$ cat config.mk
export PLATFORM = sky130hd
export DESIGN_NAME = pipeline_cmd_ctrl
export DESIGN_NICKNAME = d
export VERILOG_FILES = /design/src/rtl/pipeline_cmd_ctrl.sv
export SDC_FILE = /design/constraint.sdc
export NUM_CORES = 1
export LEC_CHECK = 0
export BUFFER_PORTS_ARGS = -buffer_cell sky130_fd_sc_hd__buf_2
export CORE_ASPECT_RATIO = 0.75
export CORE_UTILIZATION = 50
export DETAILED_ROUTE_END_ITERATION = 7
export PLACE_DENSITY = 0.83
export SETUP_SLACK_MARGIN = 0.02
export SLEW_MARGIN = 10
export SYNTH_ARGS = -nofsm -noshare
export SYNTH_HDL_FRONTEND = slang
export SYNTH_SLANG_ARGS = --single-unit
$ cat constraint.sdc
create_clock -name clk -period 2.3 [get_ports clk]
set_input_delay 0.23 -clock clk [delete_from_list [all_inputs] [get_ports clk]]
set_output_delay 0.23 -clock clk [all_outputs]
set_load 0.03 [all_outputs]
$ cat src/rtl/pipeline_cmd_ctrl.sv
// pipeline_cmd_ctrl
//   Byte-stream command decoder for a set of N_PIPES processing pipelines. A command byte
//   (opcode in [7:4], pipe index in [3:0]) is followed by zero or more MSB-first operand
//   bytes. Once a command is complete, one single-cycle strobe is issued at the one-hot bit
//   of the target pipe. SWAP changes the active pipe and full-resets the previous one.
//
// Ports
//   clk, reset          clock; synchronous active-high reset
//   in_byte/valid/ready byte stream in; a byte is taken when in_valid && in_ready
//   block_target        low bits of the block operand byte
//   reg_target          low REG_AW bits of the register operand byte
//   data_out            data operand (DATA_W bits)
//   instr_out           instruction operand (INSTR_W bits)
//   delay_out           delay operand (32 bits)
//   target_pipe         pipe index of the current command
//   instr_write, reg_write, reg_commit, alloc_delay, pipe_reset, pipe_full_reset
//                       one-hot per-pipe strobes
//   regfile_syncing     per-pipe "register file busy", stalls WRITE_REG
//   pipe_resetting      per-pipe "reset in progress", holds RESET_WAIT
//   swap_req, swap_busy swap handshake
//   active_pipe         currently active pipe
//   set_in_gain, set_out_gain  gain update strobes (value on data_out)
//   err_invalid         bad opcode / pipe index / swap to the active pipe
//   err_timeout         operand byte did not arrive within TIMEOUT cycles
//   busy, state         status (state encoding 0..9)
module pipeline_cmd_ctrl #(
    parameter int unsigned N_PIPES  = 2,
    parameter int unsigned N_BLOCKS = 32,
    parameter int unsigned DATA_W   = 16,
    parameter int unsigned INSTR_W  = 32,
    parameter int unsigned REG_AW   = 4,
    parameter int unsigned TIMEOUT  = 4096
) (
    input  logic                        clk,
    input  logic                        reset,
    input  logic [7:0]                  in_byte,
    input  logic                        in_valid,
    output logic                        in_ready,
    output logic [$clog2(N_BLOCKS)-1:0] block_target,
    output logic [REG_AW-1:0]           reg_target,
    output logic [DATA_W-1:0]           data_out,
    output logic [INSTR_W-1:0]          instr_out,
    output logic [31:0]                 delay_out,
    output logic [$clog2(N_PIPES)-1:0]  target_pipe,
    output logic [N_PIPES-1:0]          instr_write,
    output logic [N_PIPES-1:0]          reg_write,
    output logic [N_PIPES-1:0]          reg_commit,
    output logic [N_PIPES-1:0]          alloc_delay,
    output logic [N_PIPES-1:0]          pipe_reset,
    output logic [N_PIPES-1:0]          pipe_full_reset,
    input  logic [N_PIPES-1:0]          regfile_syncing,
    input  logic [N_PIPES-1:0]          pipe_resetting,
    output logic                        swap_req,
    input  logic                        swap_busy,
    output logic [$clog2(N_PIPES)-1:0]  active_pipe,
    output logic                        set_in_gain,
    output logic                        set_out_gain,
    output logic                        err_invalid,
    output logic                        err_timeout,
    output logic                        busy,
    output logic [3:0]                  state
);

    localparam int unsigned BLOCK_W  = $clog2(N_BLOCKS);
    localparam int unsigned PIPE_W   = $clog2(N_PIPES);
    localparam int unsigned DATA_NB  = DATA_W / 8;
    localparam int unsigned INSTR_NB = INSTR_W / 8;

    localparam logic [3:0] OP_WRITE_INSTR  = 4'd1;
    localparam logic [3:0] OP_WRITE_REG    = 4'd2;
    localparam logic [3:0] OP_COMMIT       = 4'd3;
    localparam logic [3:0] OP_ALLOC_DELAY  = 4'd4;
    localparam logic [3:0] OP_SWAP         = 4'd5;
    localparam logic [3:0] OP_RESET_PIPE   = 4'd6;
    localparam logic [3:0] OP_SET_IN_GAIN  = 4'd7;
    localparam logic [3:0] OP_SET_OUT_GAIN = 4'd8;

    typedef enum logic [3:0] {
        StIdle      = 4'd0,
        StDecode    = 4'd1,
        StGetBlock  = 4'd2,
        StGetReg    = 4'd3,
        StGetData   = 4'd4,
        StGetInstr  = 4'd5,
        StGetDelay  = 4'd6,
        StExec      = 4'd7,
        StSwapWait  = 4'd8,
        StResetWait = 4'd9
    } state_e;

    state_e               state_q, state_d;
    logic [7:0]           cmd_q, cmd_d;
    logic [PIPE_W-1:0]    target_pipe_q, target_pipe_d;
    logic [PIPE_W-1:0]    active_pipe_q, active_pipe_d;
    logic [BLOCK_W-1:0]   block_q, block_d;
    logic [REG_AW-1:0]    regaddr_q, regaddr_d;
    logic [DATA_W-1:0]    data_q, data_d;
    logic [INSTR_W-1:0]   instr_q, instr_d;
    logic [31:0]          delay_q, delay_d;
    logic [7:0]           byte_cnt_q, byte_cnt_d;
    logic [31:0]          to_cnt_q, to_cnt_d;
    // Set for the first cycle spent in any state; the wait states ignore their
    // handshake inputs during that cycle.
    logic                 first_q, first_d;
    // Registered "WRITE_REG may proceed" flag, so reg_write never depends
    // combinationally on swap_busy / regfile_syncing.
    logic                 clear_q, clear_d;

    logic [3:0]           opcode;
    logic [3:0]           pipe_idx;
    logic                 is_get;
    logic                 accept;
    logic                 op_known;
    logic                 pipe_ok;
    logic                 swap_self;
    logic [N_PIPES-1:0]   tgt_onehot;
    logic [N_PIPES-1:0]   act_onehot;

    assign opcode     = cmd_q[7:4];
    assign pipe_idx   = cmd_q[3:0];
    assign is_get     = state_q inside {StGetBlock, StGetReg, StGetData, StGetInstr, StGetDelay};
    assign in_ready   = (state_q == StIdle) || is_get;
    assign accept     = in_valid && in_ready;
    assign op_known   = opcode inside {[OP_WRITE_INSTR:OP_SET_OUT_GAIN]};
    assign pipe_ok    = 32'(pipe_idx) < N_PIPES;
    assign swap_self  = (opcode == OP_SWAP) && (32'(pipe_idx) == 32'(active_pipe_q));
    assign tgt_onehot = N_PIPES'(1) << target_pipe_q;
    assign act_onehot = N_PIPES'(1) << active_pipe_q;

    always_comb begin
        state_d         = state_q;
        cmd_d           = cmd_q;
        target_pipe_d   = target_pipe_q;
        active_pipe_d   = active_pipe_q;
        block_d         = block_q;
        regaddr_d       = regaddr_q;
        data_d          = data_q;
        instr_d         = instr_q;
        delay_d         = delay_q;
        byte_cnt_d      = byte_cnt_q;
        to_cnt_d        = to_cnt_q;
        clear_d         = !swap_busy && !regfile_syncing[target_pipe_q];
        instr_write     = '0;
        reg_write       = '0;
        reg_commit      = '0;
        alloc_delay     = '0;
        pipe_reset      = '0;
        pipe_full_reset = '0;
        swap_req        = 1'b0;
        set_in_gain     = 1'b0;
        set_out_gain    = 1'b0;
        err_invalid     = 1'b0;
        err_timeout     = 1'b0;

        unique case (state_q)
            StIdle: begin
                if (accept) begin
                    cmd_d   = in_byte;
                    state_d = StDecode;
                end
            end
            StDecode: begin
                byte_cnt_d = '0;
                to_cnt_d   = '0;
                if (!op_known || !pipe_ok || swap_self) begin
                    err_invalid = 1'b1;
                    state_d     = StIdle;
                end else begin
                    target_pipe_d = PIPE_W'(pipe_idx);
                    case (opcode)
                        OP_WRITE_INSTR, OP_WRITE_REG: state_d = StGetBlock;
                        OP_ALLOC_DELAY, OP_SET_IN_GAIN,
                        OP_SET_OUT_GAIN:              state_d = StGetData;
                        default:                      state_d = StExec;
                    endcase
                end
            end
            StGetBlock: begin
                if (accept) begin
                    block_d = in_byte[BLOCK_W-1:0];
                    state_d = (opcode == OP_WRITE_INSTR) ? StGetInstr : StGetReg;
                end
            end
            StGetReg: begin
                if (accept) begin
                    regaddr_d = in_byte[REG_AW-1:0];
                    state_d   = StGetData;
                end
            end
            StGetData: begin
                if (accept) begin
                    data_d = (data_q << 8) | DATA_W'(in_byte);
                    if (byte_cnt_q == 8'(DATA_NB - 1)) begin
                        byte_cnt_d = '0;
                        state_d    = (opcode == OP_ALLOC_DELAY) ? StGetDelay : StExec;
                    end else begin
                        byte_cnt_d = byte_cnt_q + 8'd1;
                    end
                end
            end
            StGetInstr: begin
                if (accept) begin
                    instr_d = (instr_q << 8) | INSTR_W'(in_byte);
                    if (byte_cnt_q == 8'(INSTR_NB - 1)) begin
                        byte_cnt_d = '0;
                        state_d    = StExec;
                    end else begin
                        byte_cnt_d = byte_cnt_q + 8'd1;
                    end
                end
            end
            StGetDelay: begin
                if (accept) begin
                    delay_d = {delay_q[23:0], in_byte};
                    if (byte_cnt_q == 8'd3) begin
                        byte_cnt_d = '0;
                        state_d    = StExec;
                    end else begin
                        byte_cnt_d = byte_cnt_q + 8'd1;
                    end
                end
            end
            StExec: begin
                state_d = StIdle;
                case (opcode)
                    OP_WRITE_INSTR:  instr_write = tgt_onehot;
                    OP_WRITE_REG: begin
                        if (clear_q) reg_write = tgt_onehot;
                        else         state_d   = StExec;
                    end
                    OP_COMMIT:       reg_commit  = tgt_onehot;
                    OP_ALLOC_DELAY:  alloc_delay = tgt_onehot;
                    OP_SWAP: begin
                        swap_req   = 1'b1;
                        reg_commit = tgt_onehot;
                        state_d    = StSwapWait;
                    end
                    OP_RESET_PIPE:   pipe_reset   = tgt_onehot;
                    OP_SET_IN_GAIN:  set_in_gain  = 1'b1;
                    OP_SET_OUT_GAIN: set_out_gain = 1'b1;
                    default: ;
                endcase
            end
            StSwapWait: begin
                if (!first_q && !swap_busy) begin
                    active_pipe_d   = target_pipe_q;
                    pipe_full_reset = act_onehot;
                    state_d         = StResetWait;
                end
            end
            StResetWait: begin
                if (!first_q && (pipe_resetting == '0)) state_d = StIdle;
            end
            default: state_d = StIdle;
        endcase

        // Idle-cycle watchdog shared by all operand states; a timeout abandons the
        // command but keeps whatever operand fields were already shifted in.
        if (is_get) begin
            if (accept) begin
                to_cnt_d = '0;
            end else if (to_cnt_q == TIMEOUT - 1) begin
                err_timeout = 1'b1;
                state_d     = StIdle;
                to_cnt_d    = '0;
                byte_cnt_d  = '0;
            end else begin
                to_cnt_d = to_cnt_q + 32'd1;
            end
        end

        first_d = (state_d != state_q);
    end

    always_ff @(posedge clk) begin
        if (reset) begin
            state_q       <= StIdle;
            cmd_q         <= '0;
            target_pipe_q <= '0;
            active_pipe_q <= '0;
            block_q       <= '0;
            regaddr_q     <= '0;
            data_q        <= '0;
            instr_q       <= '0;
            delay_q       <= '0;
            byte_cnt_q    <= '0;
            to_cnt_q      <= '0;
            first_q       <= 1'b0;
            clear_q       <= 1'b0;
        end else begin
            state_q       <= state_d;
            cmd_q         <= cmd_d;
            target_pipe_q <= target_pipe_d;
            active_pipe_q <= active_pipe_d;
            block_q       <= block_d;
            regaddr_q     <= regaddr_d;
            data_q        <= data_d;
            instr_q       <= instr_d;
            delay_q       <= delay_d;
            byte_cnt_q    <= byte_cnt_d;
            to_cnt_q      <= to_cnt_d;
            first_q       <= first_d;
            clear_q       <= clear_d;
        end
    end

    assign block_target = block_q;
    assign reg_target   = regaddr_q;
    assign data_out     = data_q;
    assign instr_out    = instr_q;
    assign delay_out    = delay_q;
    assign target_pipe  = target_pipe_q;
    assign active_pipe  = active_pipe_q;
    assign busy         = (state_q != StIdle);
    assign state        = state_q;

endmodule

==> impl.org <==
** Logic synthesis
- Distinct cell type count of the synthesized netlist :: 53
- Most used flip-flop cell after synthesis :: sky130_fd_sc_hd__dfxtp_1
- Post-synth design cell area :: 6465 um2
- In this run, synthesis produced a sequential element count of 145.
- Syn Area/Cell :: 7.642 um2
- Net count after synthesis :: 865
- Cell count after synthesis :: 846
- Number of synthesized flops with an enable pin :: 0
- For this run, asynchronously set or reset flops after synthesis account for 0.
- For this run, the register share of the synthesized area comes to 0.4490.
- Total of warnings raised by yosys :: 0

** CTS
- After clock tree synthesis, the clock-pin slew on the worst setup and hold paths is 0.06 ns.
- TritonCTS created 17 clock buffers.
- TritonCTS built the clock tree.
- CTS Hold Bufs :: 0
- Clock latency on the worst-skew pair, taken at its later pin, is 0.43 ns.
- The cell sitting at the root of the clock tree is a sky130_fd_sc_hd__clkbuf_16.
- The H-tree generated during clock tree synthesis spans 4 levels.
- Clk sink count :: 145
- The longest clock path from root to sink contains 2 buffers.

** Die
- Row generation in the floorplan step produced 35 rows.
- Die boundary width :: 133.3 um
- Core Footprint :: 12440 um2
- The die covers 13390 um2.
- For this design the top-level I/O count stands at 130.
- The initial utilization of the core area, before any placement, comes to 0.5198.
- Die Span Y :: 100.5 um

** Placement
- Minimum setup slack after placement :: -0.06177 ns
- HPWL reported at the end of detailed placement :: 12130 um
- Number of port buffers :: 129
- Placed insts :: 1132
- The congestion estimate from routability-driven global placement came to 0.9033.
- Post-place instance area :: 7518 um2

** Run
- Max-capacitance violation count :: 0

** Pwr
- Of the total power, the clock network draws 0.480.
- Tot Pwr :: 5.732 mW
- The share of total power dissipated in combinational logic is 0.074.
- P_sw :: 1.515 mW
- Cell-internal power :: 4.217 mW
- Power spread over the standard cell area amounts to 696.5 nW/um2.
- The share of total power dissipated in sequential elements is 0.447.
- Of the total power, the share spent switching nets is 0.2643.
- Across the VDD grid, the largest voltage drop is 0.0005544 V.
- For this design the static power due to leakage is 3.253 nW.

** Setup path
- Critical path required time :: 2.07 ns
- Worst Setup Path Type :: flop to primary output
- Category of the worst setup path launch point :: flop
- Launching element of the worst setup path :: to_cnt_q[17]
- R2R Path Start :: to_cnt_q[17]
- At the worst endpoint, the arrival time is 2.25 ns.
- Worst Reg-to-Reg Cells :: 8
- Worst-path fanout max :: 2
- Crit end category :: primary output

** Global route
- Via count of the first global-routing pass :: 6069
- Overall global routing resource usage :: 0.2788
- Wire length of the first global-routing pass :: 29810 um
- Initial antenna violation count :: 0
- Largest net degree at the start of global routing :: 92
- Overflow left after global routing :: 0

** Timing
- For the finished layout, the period the worst path requires is 2.476 ns.
- Once routing completed, OpenROAD measured the worst setup slack at -0.1756 ns.
- Adding up every negative setup slack in the final design gives -1.443 ns.
- Top achievable clock speed :: 0.4039 GHz
- Setup violations remaining at the end of the flow were counted as 25.
- Unrepaired setup endpoints after global routing :: true
- Transition time at the pin with the least slew margin :: 0.6094 ns
- For the final database, setup skew stands at 0.009051 ns.
- Measured against its own limit, the worst slew margin works out to 0.5900.
- Max-slew violation count :: 0
- In the finished design, the share of the clock period the worst path needs comes to 1.076.
- Final hold vios :: 0
- Min Hold Slack :: 0.02100 ns

** Min path
- Kind of path behind the tightest hold check :: primary input to flop
- Worst hold stages :: 2
- The worst hold path begins at regfile_syncing[1].

** Cells and area
- Number of filler cells placed in the layout :: 1004
- The number of antenna diodes in the final layout is 0.
- For this run, the share of the core covered by cells in the final layout is 0.6618.
- The finished cells cover 8230 um2.
- Relative to the synthesized area, the layout overhead comes to 27.31%.
- Fraction of final layout cells with drive strength greater than 1 :: 0.2450
- Nets@finish :: 1010
- Non-Filler Instances :: 1170

** Drt
- In the final routed layout, each cell accounts on average for 16.02 um.
- Antenna-violating nets left :: 0
- Number of vias per cell :: 5.787
- DRC errors left :: 0
- Total iterations of the first detailed-routing run :: 5
- Total via count after detailed routing :: 6771
- Total wire length :: 18740 um
- In this run, the number of DRC markers left after iteration 0 of detailed routing was 749.

** Status
- Outcome :: finished, violations left
- The final reports fail on negative setup slack.
==> path summary, 6_finish.rpt <==
kind,to,slack (ns)
setup / recovery,err_timeout,-0.18
hold / removal,clear_q,0.02
setup reg to reg,first_q,-0.16
hold reg to reg,delay_out[28],0.45
==> worst max-delay path, cell delays in order, from the launching register on <==
cell and delay [ns]:
sky130_fd_sc_hd__dfxtp_2 0.32, sky130_fd_sc_hd__or4_4 0.54, sky130_fd_sc_hd__or4_4 0.52, sky130_fd_sc_hd__nor3_4 0.19, sky130_fd_sc_hd__buf_6 0.14, sky130_fd_sc_hd__buf_6 0.12
==> per-layer routing <==
| layer | routed length [um] | GRT usage | vias up |
|---|---|---|---|
| met2 | 8387 | 0.4191 | 332 |
| met5 | 0 | 0 | - |
| met3 | 1748 | 0.08044 | 53 |
| met1 | 8078 | 0.3750 | 3152 |
| met4 | 526 | 0.1163 | 0 |
| li1 | - | - | 3234 |
==> cell families after synthesis <==
family          after synthesis  share of synthesized area
buf+inv                      65                    0.03967
fa+ha+maj                     3                   0.005807
mux                          19                    0.02961
simple gates                418                     0.2967
compound gates              189                     0.1697
flops                       145                     0.4490
xor+xnor                      7                   0.009483
==> final cells by class <==
type / instances / area (um2) / area share
clock buffer: 17 / 425.4 / 0.05169
clock inverter: 15 / 165.2 / 0.02007
inverter: 4 / 15.01 / 0.001824
multi-input combinational: 636 / 3366 / 0.4089
sequential: 145 / 2908 / 0.3533
tap: 166 / 207.7 / 0.02524
timing repair buffer: 187 / 1144 / 0.1389
==> state kept, by name, summed over array words and instances, names as in the netlist <==
| name | cells |
|---|---|
| reg_target | 4 |
| instr_out | 32 |
| byte_cnt_q | 8 |
| cmd_q | 8 |
| first_q | 1 |
| clear_q | 1 |
| data_out | 16 |
| block_target | 5 |
| to_cnt_q | 32 |
| active_pipe | 1 |
| delay_out | 32 |
| state | 4 |
| target_pipe | 1 |
==> cells in the final DEF, fill, tap and decap left out, drive strengths merged, types with 2 or more instances in the layout <==
cell / netlist / final
o311ai: 2 / 2
xor2: 4 / 4
nor3: 19 / 19
xnor2: 3 / 3
and2: 3 / 3
nand3b: 3 / 3
inv: 4 / 12
or2: 3 / 3
nor4: 10 / 10
nand2b: 7 / 7
nand2: 203 / 203
nor3b: 4 / 4
nor2: 82 / 82
o211ai: 3 / 3
a41oi: 4 / 4
a211oi: 4 / 4
ha: 3 / 3
mux2i: 18 / 18
or4: 8 / 8
dfxtp: 145 / 145
o21a: 2 / 2
buf: 8 / 187
nand4b: 5 / 5
and3: 12 / 12
clkinv: 0 / 5
o21ai: 28 / 28
nand4: 13 / 13
a31oi: 11 / 11
a21o: 3 / 3
and4: 2 / 2
nor4b: 4 / 4
clkbuf: 53 / 17
nor2b: 6 / 6
or3: 8 / 8
a21oi: 111 / 111
nand3: 25 / 25
a311oi: 15 / 15
==> power by group through the flow <==
stage,Sequential [mW],Clock [mW],Combinational (mW)
detailed placement,2.61,0,0.399
global placement,2.61,0,0.392
finish,2.56,2.75,0.423
global route,2.56,2.91,0.450
floorplan,2.62,0,0.254
CTS,2.56,2.78,0.407
==> timing repair <==
item,4_1_cts,5_1_grt
setup buffers,4,3
pin swaps,5,3
resized for setup,12,12
endpoints found under the setup margin,29,52
==> Yosys cell counts, types with 10 or more instances <==
cell                       number  share of area
sky130_fd_sc_hd__nand4_1       13          0.013
sky130_fd_sc_hd__and3_1        12          0.012
sky130_fd_sc_hd__dfxtp_1      145           0.45
sky130_fd_sc_hd__clkbuf_1      53          0.031
sky130_fd_sc_hd__nand2_1      203           0.12
sky130_fd_sc_hd__a311oi_1      15          0.020
sky130_fd_sc_hd__nor3_1        18          0.014
sky130_fd_sc_hd__nor4_1        10         0.0097
sky130_fd_sc_hd__nor2_1        82          0.048
sky130_fd_sc_hd__nand3_1       25          0.019
sky130_fd_sc_hd__a21oi_1      111          0.086
sky130_fd_sc_hd__o21ai_0       22          0.017
sky130_fd_sc_hd__mux2i_1       18          0.028
sky130_fd_sc_hd__a31oi_1       11          0.011
Note: power is estimated with default switching activity, not from simulation.
